--- src/rtl/div_pkg.sv ---
// Shared types and constants for the multicycle divider (div_unit, div_step).
package div_pkg;

  localparam int DIV_WIDTH_DEFAULT = 32;

  function automatic int cnt_width(input int w);
    return (w > 1) ? $clog2(w) : 1;
  endfunction

  localparam int DIV_CNT_W = cnt_width(DIV_WIDTH_DEFAULT);

  typedef enum logic [1:0] {
    IDLE,
    INIT,
    RUN,
    FIX
  } div_state_t;

endpackage

--- src/rtl/div_step.sv ---
// One restoring-division step: shift {rem, quo} left, try subtracting the divisor.
module div_step #(
  parameter int WIDTH = 32
) (
  input  logic [WIDTH:0]   rem_in,
  input  logic [WIDTH-1:0] quo_in,
  input  logic [WIDTH-1:0] divisor,
  output logic [WIDTH:0]   rem_out,
  output logic [WIDTH-1:0] quo_out
);

  logic [WIDTH:0]          rem_sh;
  logic [WIDTH-1:0]        quo_sh;
  logic signed [WIDTH+1:0] trial;

  always_comb begin
    rem_sh = {rem_in[WIDTH-1:0], quo_in[WIDTH-1]};
    quo_sh = {quo_in[WIDTH-2:0], 1'b0};
    trial  = signed'({1'b0, rem_sh}) - signed'({2'b00, divisor});
    if (trial >= 0) begin
      rem_out = trial[WIDTH:0];
      quo_out = {quo_sh[WIDTH-1:1], 1'b1};
    end else begin
      rem_out = rem_sh;
      quo_out = quo_sh;
    end
  end

endmodule

--- src/rtl/div_unit.sv ---
// Multicycle signed divider: HI = remainder, LO = quotient, WIDTH+3 cycles per divide.
// Optional DIV_UNSIGNED_EN adds a div_unsigned input selecting divu behaviour.
module div_unit
  import div_pkg::*;
#(
  parameter int WIDTH = DIV_WIDTH_DEFAULT
) (
  input  logic             clk,
  input  logic             reset,
  input  logic [WIDTH-1:0] a_in,
  input  logic [WIDTH-1:0] b_in,
  input  logic             div_control,
`ifdef DIV_UNSIGNED_EN
  input  logic             div_unsigned,
`endif
  output logic [WIDTH-1:0] hi_out,
  output logic [WIDTH-1:0] lo_out,
  output logic             div_end,
  output logic             div_zero
);

  localparam int               CNT_W    = cnt_width(WIDTH);
  localparam logic [CNT_W-1:0] LAST_CNT = CNT_W'(WIDTH - 1);

  function automatic logic [WIDTH-1:0] mag(input logic signed [WIDTH-1:0] v);
    return v[WIDTH-1] ? ('0 - v) : v;
  endfunction

  function automatic logic [WIDTH-1:0] cond_neg(input logic [WIDTH-1:0] v, input logic neg);
    return neg ? ('0 - v) : v;
  endfunction

  div_state_t state_q, state_d;
  logic       end_d, zero_d;

  logic signed [WIDTH-1:0] a_q, b_q;
  logic [WIDTH:0]          rem_q, rem_nxt;
  logic [WIDTH-1:0]        quo_q, quo_nxt;
  logic [WIDTH-1:0]        dvs_q;
  logic [CNT_W-1:0]        cnt_q;
  logic                    qneg_q, rneg_q;
  logic                    sgn_op;

`ifdef DIV_UNSIGNED_EN
  logic uns_q;

  always_ff @(posedge clk or negedge reset) begin
    if (!reset) begin
      uns_q <= 1'b0;
    end else if (state_q == IDLE && div_control) begin
      uns_q <= div_unsigned;
    end
  end

  assign sgn_op = ~uns_q;
`else
  assign sgn_op = 1'b1;
`endif

  always_ff @(posedge clk or negedge reset) begin
    if (!reset) begin
      state_q  <= IDLE;
      div_end  <= 1'b0;
      div_zero <= 1'b0;
    end else begin
      state_q  <= state_d;
      div_end  <= end_d;
      div_zero <= zero_d;
    end
  end

  always_comb begin
    state_d = state_q;
    end_d   = 1'b0;
    zero_d  = 1'b0;
    case (state_q)
      IDLE: begin
        if (div_control) begin
          if (b_in == '0) begin
            end_d  = 1'b1;
            zero_d = 1'b1;
          end else begin
            state_d = INIT;
          end
        end
      end
      INIT: state_d = RUN;
      RUN: begin
        if (cnt_q == LAST_CNT) state_d = FIX;
      end
      FIX: begin
        end_d   = 1'b1;
        state_d = IDLE;
      end
      default: state_d = IDLE;
    endcase
  end

  div_step #(
    .WIDTH(WIDTH)
  ) u_step (
    .rem_in (rem_q),
    .quo_in (quo_q),
    .divisor(dvs_q),
    .rem_out(rem_nxt),
    .quo_out(quo_nxt)
  );

  always_ff @(posedge clk or negedge reset) begin
    if (!reset) begin
      a_q    <= '0;
      b_q    <= '0;
      rem_q  <= '0;
      quo_q  <= '0;
      dvs_q  <= '0;
      cnt_q  <= '0;
      qneg_q <= 1'b0;
      rneg_q <= 1'b0;
      hi_out <= '0;
      lo_out <= '0;
    end else begin
      case (state_q)
        // Capture: operands are frozen here, later input changes are ignored
        IDLE: begin
          if (div_control) begin
            a_q <= a_in;
            b_q <= b_in;
          end
        end
        // Magnitude setup: the restoring loop works on unsigned magnitudes
        INIT: begin
          quo_q  <= sgn_op ? mag(a_q) : a_q;
          dvs_q  <= sgn_op ? mag(b_q) : b_q;
          rem_q  <= '0;
          cnt_q  <= '0;
          qneg_q <= sgn_op & (a_q[WIDTH-1] ^ b_q[WIDTH-1]);
          rneg_q <= sgn_op & a_q[WIDTH-1];
        end
        RUN: begin
          rem_q <= rem_nxt;
          quo_q <= quo_nxt;
          cnt_q <= cnt_q + CNT_W'(1);
        end
        // Sign fixup: truncation toward zero, remainder follows the dividend
        FIX: begin
          lo_out <= cond_neg(quo_q, qneg_q);
          hi_out <= cond_neg(rem_q[WIDTH-1:0], rneg_q);
        end
        default: ;
      endcase
    end
  end

endmodule

--- config.mk ---
export PLATFORM = sky130hd
export DESIGN_NAME = div_unit
export DESIGN_NICKNAME = d
export VERILOG_FILES = /design/src/rtl/div_pkg.sv /design/src/rtl/div_step.sv /design/src/rtl/div_unit.sv
export SDC_FILE = /design/constraint.sdc
export NUM_CORES = 1
export LEC_CHECK = 0
export ABC_AREA = 1
export CORE_MARGIN = 4
export CORE_UTILIZATION = 50
export CTS_CLUSTER_SIZE = 14
export DETAILED_ROUTE_END_ITERATION = 6
export GPL_TIMING_DRIVEN = 0
export PLACE_DENSITY = 0.71
export SYNTH_ARGS = -nofsm -noshare
export SYNTH_HDL_FRONTEND = slang
export SYNTH_SLANG_ARGS = --single-unit
--- constraint.sdc ---
create_clock -name clk -period 2.12 [get_ports clk]
set_input_delay 0.636 -clock clk [delete_from_list [all_inputs] [get_ports clk]]
set_output_delay 0.636 -clock clk [all_outputs]
set_load 0.01 [all_outputs]
Word-level counts from Yosys, hierarchy flattened
Cells that the tools add are included.

Bitwise operators: 1. Mux-type cells: 17. Add/subtract/negate cells: 6. Magnitude comparators: 1. Equal/unequal tests: 7. Reduce and logical (&&, ||, !) cells: 5.

Operators with widths (number): 2-to-1 mux 32 bit (5); case mux 32 bit (2 select lines) (2); subtractor 1 x 32 -> 32 bit, first input constant (4); greater-or-equal comparator 34 x 1 -> 1 bit, second input constant (1); subtractor 33 x 32 -> 34 bit (1); zero test 32 bit (1); case mux 5 bit (2 select lines) (1); case mux 2 bit (4 select lines) (1); 2-to-1 mux 2 bit (3); != test 2 bit, second input constant (3); adder 5 x 1 -> 5 bit, second input constant (1); == test 5 bit, second input constant (1); == test 2 bit, second input constant (2); 2-to-1 mux 1 bit (4); AND reduction 3 bit (1); == test 2 x 1 -> 1 bit, second input constant (1); zero test 2 bit (1); case mux 1 bit (2 select lines) (1); AND reduction 2 bit (1); nonzero test 2 bit (1); bitwise XOR 1 bit (1).

Logic and storage cells: 50. Bits of input ports: 67. Register bits: 235.

Logic depth before layout (Yosys ltp)
Gate-level depths: netlist of run 1.

Word-level depth: 4. Mapped depth: 18.

Cells and area by module
Synthesis of run 1 repeated with hierarchy kept, for this count alone.

Cells, all modules: 2451. Area, all modules: 16414.5 µm².

Modules (own cells, without submodules): div_unit (times used 1, cells an instance 1733, area each 12843.6 µm²); div_step (times used 1, cells an instance 718, area each 3570.9 µm²).

Worst setup path before layout of run 1
OpenSTA, ideal clock, no wires.

Kind: reg2reg. Start: reg quo_q[31]. End: reg rem_q[28]. Cell stages (with the launch flop): 16. Data arrival time: 1.864 ns. Setup time: 0.116 ns. Data required time: 2.004 ns. Path slack: 0.140 ns. Cells stage by stage: dfrtp_1 inv_1 ha_1 fa_1 inv_1 nand3_1 nand3_1 nand2_1 nand2_1 nand2_1 nand2_1 nand2_1 nand3_1 nand3_1 nand2_1 nand2_1.

Word-level cells in the longest chain between the ends: 4.

Ends and longest elaborated chain: start, declared (RTL line div_unit.sv:38) `logic [WIDTH-1:0] quo_q, quo_nxt;`; start signal, assigned (RTL line div_unit.sv:132) `quo_q <= sgn_op ? mag(a_q) : a_q;`; start signal, assigned (RTL line div_unit.sv:141) `quo_q <= quo_nxt;`; subtractor 33 x 32 -> 34 bit * (RTL line div_step.sv:19) `trial = signed'({1'b0, rem_sh}) - signed'({2'b00, divisor});`; greater-or-equal comparator 34 x 1 -> 1 bit (RTL line div_step.sv:20) `if (trial >= 0) begin`; 2-to-1 mux 32 bit * (RTL line div_step.sv:20); case mux 32 bit (2 select lines) * (RTL line div_unit.sv:122) `case (state_q)`; end signal, assigned (RTL line div_unit.sv:140) `rem_q <= rem_nxt;`; end, declared (RTL line div_unit.sv:37) `logic [WIDTH:0] rem_q, rem_nxt;`.

Mark *: on every way between the ends. The rest lies on a longest branch, timed or not. A chain may end at the register's enable or synchronous reset.

Final worst setup path of run 1
Start: reg rem_q[22]. End: reg rem_q[4].

Word-level cells in the longest chain between the ends: 4.

Ends and longest elaborated chain (RTL line): subtractor 33 x 32 -> 34 bit (div_step.sv:19); greater-or-equal comparator 34 x 1 -> 1 bit (div_step.sv:20); 2-to-1 mux 32 bit (div_step.sv:20); case mux 32 bit (2 select lines) (div_unit.sv:122).

Every way passes these cells.

==> metrics.json, run 1 <==
{
  "grt_remaining_overflow": 0,
  "ctsLongestPathBuffers": 3,
  "final_min_period_over_clock_period_pct": 101.0,
  "initial_utilization_pct": 50.62,
  "die_height_um": 183.7,
  "final_layout_size_suffix_gt1_share_pct": 17.28,
  "post-route-util_pct": 65.73,
  "clock-skew-final_ns": 0.02403,
  "synth_largest_area_cell": "sky130_fd_sc_hd__dfrtp_1",
  "die_x_um": 183.7,
  "setup_repair_after_global_routing_missed_its_margin": "yes",
  "synth_top_flop_cell": "sky130_fd_sc_hd__dfrtp_1",
  "register_area_um2": 5921,
  "synth.avg_cell_area_um2": 6.940,
  "cpPeakStageDelay_ns": 0.45,
  "reg2reg_to": "rem_q[4]",
  "global_route.usage.total_pct": 29.31,
  "place_inst": 2754,
  "static-leakage-power_nw": 10.53,
  "grt_start_max_net_pins": 125,
  "cts_tree": "built",
  "timing.fmax_ghz": 0.4670,
  "grt_pass1_wl_mm": 79.45,
  "dpl.hpwl_mm": 38.75,
  "synthDominantCellAreaShare_pct": 38.08,
  "post-route-cell-area_um2": 20050,
  "worstSetupStartpointType": "flip-flop",
  "clkLatencyLatePin_ns": 0.56,
  "detail_route.wirelength_mm": 51.62,
  "post_dp_area_um2": 17290,
  "antenna_cells": 0,
  "crit_chain": "ha_4 -> nand2_4 -> inv_1 -> a21oi_2 -> and2_4 -> nor2_8 -> nor2_8 -> buf_8 -> buf_12 -> nand3_1 -> nand3_1 -> o21ai_1",
  "worst_ep_arrival_time_ns": 2.55,
  "r2r.worst_path.cells": 12,
  "netlist-cell-type-count": 46,
  "cts.htree.levels": 1,
  "post_drt_wl_per_cell_um": 17.93,
  "drtPass1Iterations": 6,
  "placementRows": 64,
  "worst_hold_path_type": "input pin to async pin",
  "ir_worst_vdd_uv": 737.8,
  "ys_ff_latch": 235,
  "ios": 133,
  "seq_area_frac_synth_pct": 38.08,
  "yosys.area_share.simple_pct": 32.04,
  "post-synth-top-count-cell": "sky130_fd_sc_hd__nand2_1",
  "cts.reportedPaths.clkPinSlew_ns": 0.07,
  "synthAdderAreaFrac_pct": 3.695,
  "hold_viol": 0,
  "synthesis.instances": 2225,
  "outcome": "finished with violations",
  "final_antenna_net_count": 0,
  "p_per_area_nw_per_um2": 1387,
  "layout_setup_ws_ns": -0.02140,
  "crit_slowest_cell": "sky130_fd_sc_hd__dfrtp_2",
  "via_count_of_the_first_global_routing_pass": 14727,
  "numCtsBuffers": 27,
  "tritoncts_num_sinks": 235,
  "ys_top_cells_by_area": "sky130_fd_sc_hd__dfrtp_1, sky130_fd_sc_hd__nand2_1, sky130_fd_sc_hd__inv_1",
  "failing_checks": "setup timing",
  "detailroute.via_count": 15769,
  "maximum_fanout_count_along_the_critical_path": 7,
  "end_kind": "flip-flop",
  "synth_xor_xnor_area_share_pct": 4.367,
  "synth.top_cells.by_count": "sky130_fd_sc_hd__nand2_1, sky130_fd_sc_hd__inv_1, sky130_fd_sc_hd__dfrtp_1",
  "area_of_the_multi_input_gates_um2": 8990,
  "synth-compound-area-share_pct": 11.00,
  "stdcell_count": 2879,
  "finalMaxSlewViolations": 0,
  "tightestPinTransition_ns": 0.9159,
  "antenna_violations_before_repair": 0,
  "report.power.total_w": 0.02782,
  "clock_tree.root_cell": "sky130_fd_sc_hd__clkbuf_16",
  "report.final.setup_viol": 3,
  "num-nets-final": 2575,
  "core_footprint_um2": 30510,
  "place.port_buffers": 132,
  "final.fill_count": 2652,
  "reg2reg_setup_slack_ns": -0.02,
  "timing.slew.headroom_pct": 38.94,
  "routability_congestion_estimate": 0.9719,
  "largest_family_of_logic_cells_by_synthesized_area": "simple AND/OR/NAND/NOR gates",
  "finalCriticalPeriod_ns": 2.141,
  "yosysWarningCount": 0,
  "route.detailed.vias_per_inst": 5.477,
  "worstPathRequired_ns": 2.53,
  "post_synth_instance_area_um2": 15440,
  "async_flop_share_pct": 100.0,
  "area_growth_syn_to_layout_pct": 29.86,
  "r2r-start": "rem_q[22]",
  "detailedRoute.firstIterationViolations": 1382,
  "postSynthNetCount": 2337,
  "yosys-mux-area-fraction_pct": 0.6563,
  "drv.max_cap_violation_count": 0,
  "cts_hold_repair.buffers": 0,
  "synth_edf_count": 0,
  "criticalPathCategory": "flip-flop to flip-flop",
  "floorplan.die_area_um2": 33760,
  "drc": 0
}
-- registers in the layout, summed over array words and instances (netlist names), 2 cells and up --
name     count
a_q         32
b_q         32
cnt_q        5
dvs_q       32
hi_out      32
lo_out      32
quo_q       32
rem_q       32
state_q      2
-- final cells by class --
cell class | count | area share (%)
Multi-Input combinational cell | 1586 | 44.83
Buffer | 72 | 1.828
Clock buffer | 40 | 4.012
Clock inverter | 9 | 0.7051
Tap cell | 396 | 2.471
Timing Repair Buffer | 213 | 10.45
Sequential cell | 235 | 29.53
Inverter | 328 | 6.177
-- power breakdown --
| group | internal [W] | switching, W | total (W) | leakage, nW |
|---|---|---|---|---|
| Clock | 0.00300 | 0.00196 | 0.00495 | 0.464 |
| Combinational | 0.00541 | 0.00966 | 0.0151 | 7.15 |
| Sequential | 0.00625 | 0.00154 | 0.00779 | 2.92 |
| Total | 0.0147 | 0.0132 | 0.0278 | 10.5 |
-- layer usage --
layer | vias to the layer above | wire [um] | track usage [%]
met3 | 124 | 3230 | 2.533
met2 | 620 | 23830 | 47.71
met5 | - | 0 | 0
li1 | 7607 | - | -
met4 | 0 | 1870 | 8.222
met1 | 7418 | 22690 | 42.26
-- worst max-delay path, delay by kind of cell, from the launching register on --
kind                     cells  cell delay [ns]
AND/OR/NAND/NOR              6             0.66
buffers and inverters        3             0.33
flip-flops                   1             0.45
adder cells (fa/ha/maj)      1             0.29
AO/OA/AOI/OAI                2             0.24
-- worst max path at each step --
stage / from / endpoint / slack, ns / depth (start not counted)
CTS: quo_q[31] / rem_q[28] / -0.08 / 15
finish: rem_q[22] / rem_q[4] / -0.02 / 12
global route: dvs_q[10] / rem_q[4] / -0.13 / 16
global placement: reset / a_q[20] / -9.63 / 1
floorplan: quo_q[31] / rem_q[28] / 0.14 / 15
detailed placement: quo_q[31] / rem_q[28] / -0.53 / 15
-- metrics by stage --
stage | worst slack (ns) | TNS (ns) | hold WS, ns
6_report | -0.02140 | -0.04976 | 0.1304
5_1_grt | -0.1312 | -1.644 | 0.2126
4_1_cts | -0.07960 | -0.1716 | 0.1958
3_5_place_dp | -0.5275 | -25.71 | 0.4664
3_3_place_gp | -9.626 | -2277.19 | 0.4672
2_1_floorplan | 0.1396 | 0 | 0.3404
-- cells by family (layout without fill, tap and decap cells) --
kind of cell,Yosys count,after routing
simple gates,1153,1153
buf+inv,404,662
compound gates,302,302
flops,235,235
xor+xnor,77,77
fa+ha+maj,45,45
mux,9,9
-- layout by cell type (no fill, tap or decap), types with 17 or more instances in the layout --
master,instances
sky130_fd_sc_hd__a21oi_1,54
sky130_fd_sc_hd__buf_4,67
sky130_fd_sc_hd__clkbuf_1,54
sky130_fd_sc_hd__clkbuf_16,27
sky130_fd_sc_hd__clkdlybuf4s50_1,78
sky130_fd_sc_hd__dfrtp_1,203
sky130_fd_sc_hd__dfrtp_2,32
sky130_fd_sc_hd__dlygate4sd2_1,24
sky130_fd_sc_hd__dlymetal6s2s_1,29
sky130_fd_sc_hd__ha_4,30
sky130_fd_sc_hd__inv_1,288
sky130_fd_sc_hd__inv_2,36
sky130_fd_sc_hd__nand2_1,579
sky130_fd_sc_hd__nand2_2,51
sky130_fd_sc_hd__nand2_4,17
sky130_fd_sc_hd__nand3_1,154
sky130_fd_sc_hd__nand3_2,38
sky130_fd_sc_hd__nand4_1,43
sky130_fd_sc_hd__nor2_1,184
sky130_fd_sc_hd__nor2_2,19
sky130_fd_sc_hd__nor3_1,24
sky130_fd_sc_hd__o21ai_0,140
sky130_fd_sc_hd__o21ai_1,21
sky130_fd_sc_hd__o22ai_1,18
sky130_fd_sc_hd__xor2_1,60
-- what timing repair did --
action | CTS | global route
resized for setup | 153 | 210
pin swaps | 8 | 59
gates cloned | 2 | 1
setup buffers | 26 | 51
setup endpoints to repair | 114 | 156
(Power assumes the default switching activity.)
==> inputs of run 2 (changes only) <==
CELL_PAD_IN_SITES_DETAIL_PLACEMENT = 1   (was not set)
CELL_PAD_IN_SITES_GLOBAL_PLACEMENT = 2   (was not set)
CORE_UTILIZATION = 30   (was 50)
PLACE_DENSITY = not set   (was 0.71)
PLACE_DENSITY_LB_ADDON = 0.3   (was not set)
==> metrics.json, run 2 (synthesis gave the netlist of run 1 again) <==
{
  "criticalPathCategory": "flip-flop to flip-flop",
  "num-nets-final": {"value": 2563, "change": "-0.47%"},
  "worst_hold_path_cells": 2,
  "area_growth_syn_to_layout_pct": 31.97,
  "ios": {"value": 133, "change": "unchanged"},
  "final_common_cell": "sky130_fd_sc_hd__nand2_1",
  "cts.htree.levels": {"value": 1, "change": "unchanged"},
  "stdcell_count": {"value": 3143, "change": "+9.2%"},
  "mostFrequentLayoutCells": "sky130_fd_sc_hd__nand2_1, sky130_fd_sc_hd__inv_1, sky130_fd_sc_hd__dfrtp_1, sky130_fd_sc_hd__nor2_1, sky130_fd_sc_hd__nand3_1",
  "drt-met1-wl": {"value": 27.97, "unit": "mm", "change": "+23%"},
  "ir_worst_vdd": {"value": 747.2, "unit": "uV", "change": "+1.3%"},
  "reg2reg_to": "rem_q[26]",
  "core_footprint": {"value": 50480, "unit": "um^2", "change": "+65%"},
  "timing.fmax": {"value": 0.4549, "unit": "GHz", "change": "-2.6%"},
  "global_route.usage.total": {"value": 21.63, "unit": "%", "change": "-7.7 points"},
  "detail_route.wirelength": {"value": 61.31, "unit": "mm", "change": "+19%"},
  "grt_remaining_overflow": {"value": 0, "change": "unchanged"},
  "detailedRoute.firstIterationViolations": {"value": 638, "change": "-54%"},
  "topRoutingLayerUsed": "met4",
  "antenna_violations_before_repair": {"value": 1, "change": "+1"},
  "outcome": "finished with violations",
  "floorplan.die_area": {"value": 55170, "unit": "um^2", "change": "+63%"},
  "via_count_of_the_first_global_routing_pass": {"value": 16644, "change": "+13%"},
  "numCtsBuffers": {"value": 29, "change": "+7.4%"},
  "worst_ep_arrival_time": {"value": 2.66, "unit": "ns", "change": "+0.11 ns"},
  "timing.slew.headroom": {"value": 32.35, "unit": "%", "change": "-6.6 points"},
  "report.final.setup_viol": {"value": 31, "change": "+28"},
  "drtPass1Iterations": {"value": 5, "change": "-1"},
  "place.port_buffers": {"value": 132, "change": "unchanged"},
  "route.detailed.vias_per_inst": {"value": 4.917, "change": "-10%"},
  "final_antenna_net_count": {"value": 0, "change": "unchanged"},
  "final_layout_size_suffix_gt1_share": {"value": 17.20, "unit": "%", "change": "-0.078 points"},
  "r2r.worst_path.cells": {"value": 18, "change": "+6"},
  "maximum_fanout_count_along_the_critical_path": {"value": 5, "change": "-2"},
  "drv.max_cap_violation_count": {"value": 0, "change": "unchanged"},
  "area_of_the_multi_input_gates": {"value": 9097, "unit": "um^2", "change": "+1.2%"},
  "die_x": {"value": 234.9, "unit": "um", "change": "+28%"},
  "tritoncts_num_sinks": {"value": 235, "change": "unchanged"},
  "tightestPinTransition": {"value": 1.015, "unit": "ns", "change": "+0.09890 ns"},
  "worstSetupStartpointType": "flip-flop",
  "final.fill_count": {"value": 6304, "change": "+140%"},
  "layout_setup_ws": {"value": -0.07822, "unit": "ns", "change": "-0.05682 ns"},
  "failing_checks": "setup timing",
  "static-leakage-power": {"value": 10.22, "unit": "nW", "change": "-2.9%"},
  "initial_utilization": {"value": 30.59, "unit": "%", "change": "-20 points"},
  "clock-skew-final": {"value": 0.02188, "unit": "ns", "change": "-0.002152 ns"},
  "grt_start_max_net_pins": {"value": 95, "change": "-24%"},
  "r2r-start": "rem_q[1]",
  "cts.reportedPaths.clkPinSlew": {"value": 0.07, "unit": "ns", "change": "about the same"},
  "final_min_period_over_clock_period": {"value": 103.7, "unit": "%", "change": "+2.7 points"},
  "p_per_area": {"value": 1384, "unit": "nW/um^2", "change": "-0.25%"},
  "worst_hold_path_type": "flip-flop to flip-flop",
  "grt_pass1_wl": {"value": 95.90, "unit": "mm", "change": "+21%"},
  "hold_viol": {"value": 0, "change": "unchanged"},
  "register_area": {"value": 5918, "unit": "um^2", "change": "about the same"},
  "clock_tree.root_cell": "sky130_fd_sc_hd__clkbuf_16",
  "worst_hold_startpoint": "hi_out[28]",
  "finalMaxSlewViolations": {"value": 0, "change": "unchanged"},
  "setup_repair_after_global_routing_missed_its_margin": "yes",
  "cts_tree": "built",
  "clkLatencyLatePin": {"value": 0.59, "unit": "ns", "change": "+0.03 ns"},
  "reg2reg_setup_slack": {"value": -0.08, "unit": "ns", "change": "-0.06 ns"},
  "worstPathRequired": {"value": 2.58, "unit": "ns", "change": "+0.05 ns"},
  "dpl.hpwl": {"value": 47.84, "unit": "mm", "change": "+23%"},
  "routability_congestion_estimate": {"value": 0.8821, "change": "-9.2%"},
  "route.met3.wl": {"value": 1.671, "unit": "mm", "change": "-48%"},
  "place_inst": {"value": 3031, "change": "+10%"},
  "antenna_cells": {"value": 0, "change": "unchanged"},
  "met2_wirelength": {"value": 29.83, "unit": "mm", "change": "+25%"},
  "min_delay_worst_endpoint": "hi_out[28]",
  "setup_total_negative_slack": {"value": -1.274, "unit": "ns", "change": "-1.224 ns"},
  "post_drt_wl_per_cell": {"value": 19.51, "unit": "um", "change": "+8.8%"},
  "detailroute.via_count": {"value": 15454, "change": "-2.0%"},
  "die_height": {"value": 234.9, "unit": "um", "change": "+28%"},
  "placementRows": {"value": 82, "change": "+28%"},
  "ctsLongestPathBuffers": {"value": 3, "change": "unchanged"},
  "finalCriticalPeriod": {"value": 2.198, "unit": "ns", "change": "+0.05682 ns"},
  "end_kind": "flip-flop",
  "drc": {"value": 0, "change": "unchanged"}
}
==> run 2: cell count changes in the layout (fill, tap and decap cells not counted), sizes merged <==
cell and delta:
buf -18, dlymetal6s2s -27, clkdlybuf4s50 -13, inv -1, clkinv +2, dlygate4sd2 +40
dlygate4sd3 +1, bufinv +1, clkbuf +3
==> run 2: layer usage <==
layer  up-vias  track usage [%]
li1       7577                -
met1      7584            28.53
met2       212            37.60
met3        81            2.568
met4         0            5.890
met5         -                0
==> run 2: repair_timing <==
item	CTS	global route
gates cloned	4	1
hold buffers	1	0
pin swaps	30	21
endpoints found under the setup margin	173	100
setup buffers	42	14
gates resized for setup	305	96
endpoints found under the hold margin	2	0
==> run 2: area by class of cell <==
cell class	count	area share [%]
plain buffers	75	2.106
clock buffers	40	3.911
clock inverters	11	0.8534
inverters	328	6.097
multi-input cells	1586	44.64
flip-flops and latches	235	29.04
well taps	672	4.126
repair buffers	196	9.228
==> run 2: how the worst max path moves through the flow <==
stage / start / to / slack, ns / depth (start not counted)
3_3_place_gp: reset / quo_q[25] / -10.24 / 1
2_1_floorplan: quo_q[31] / rem_q[28] / 0.14 / 15
3_5_place_dp: state_q[0] / quo_q[21] / -0.51 / 8
6_report: rem_q[1] / rem_q[26] / -0.08 / 18
4_1_cts: rem_q[1] / rem_q[28] / -0.06 / 14
5_1_grt: rem_q[1] / rem_q[29] / -0.21 / 14
==> run 2: worst max-delay path, stage by stage, from the launching register on <==
cell and delay (ns):
sky130_fd_sc_hd__dfrtp_1 0.43, sky130_fd_sc_hd__ha_1 0.31, sky130_fd_sc_hd__buf_6 0.14, sky130_fd_sc_hd__nand2_2 0.05
sky130_fd_sc_hd__nand2_2 0.05, sky130_fd_sc_hd__nand2_2 0.06, sky130_fd_sc_hd__nand2_1 0.05, sky130_fd_sc_hd__nand2_1 0.07
sky130_fd_sc_hd__nand2_1 0.06, sky130_fd_sc_hd__nand2_2 0.10, sky130_fd_sc_hd__nand3_2 0.09, sky130_fd_sc_hd__nand2_4 0.13
sky130_fd_sc_hd__buf_8 0.16, sky130_fd_sc_hd__buf_12 0.11, sky130_fd_sc_hd__nand3_2 0.05, sky130_fd_sc_hd__nand2_1 0.06
sky130_fd_sc_hd__inv_1 0.04, sky130_fd_sc_hd__nand2_1 0.06, sky130_fd_sc_hd__nand2_1 0.05
==> run 2: metrics by stage <==
stage | util, % | power [W] | hold slack, ns | setup slack (ns) | cell area (um^2)
2_1_floorplan | - | 0.01606 | 0.3404 | 0.1396 | 15440
3_3_place_gp | 34.88 | 0.02139 | 0.4655 | -10.24 | 17600
3_5_place_dp | 34.99 | 0.02175 | 0.4707 | -0.5074 | 17660
4_1_cts | 39.55 | 0.02788 | 0.4822 | -0.05715 | 19960
5_1_grt | 40.37 | 0.03046 | 0.5002 | -0.2090 | 20380
6_report | 40.37 | 0.02820 | 0.4751 | -0.07822 | 20380
==> run 2: power breakdown <==
| group | switching, W | internal (W) | total (W) |
|---|---|---|---|
| clock | 0.00208 | 0.00311 | 0.00518 |
| combinational | 0.00997 | 0.00514 | 0.0151 |
| sequential | 0.00167 | 0.00625 | 0.00792 |
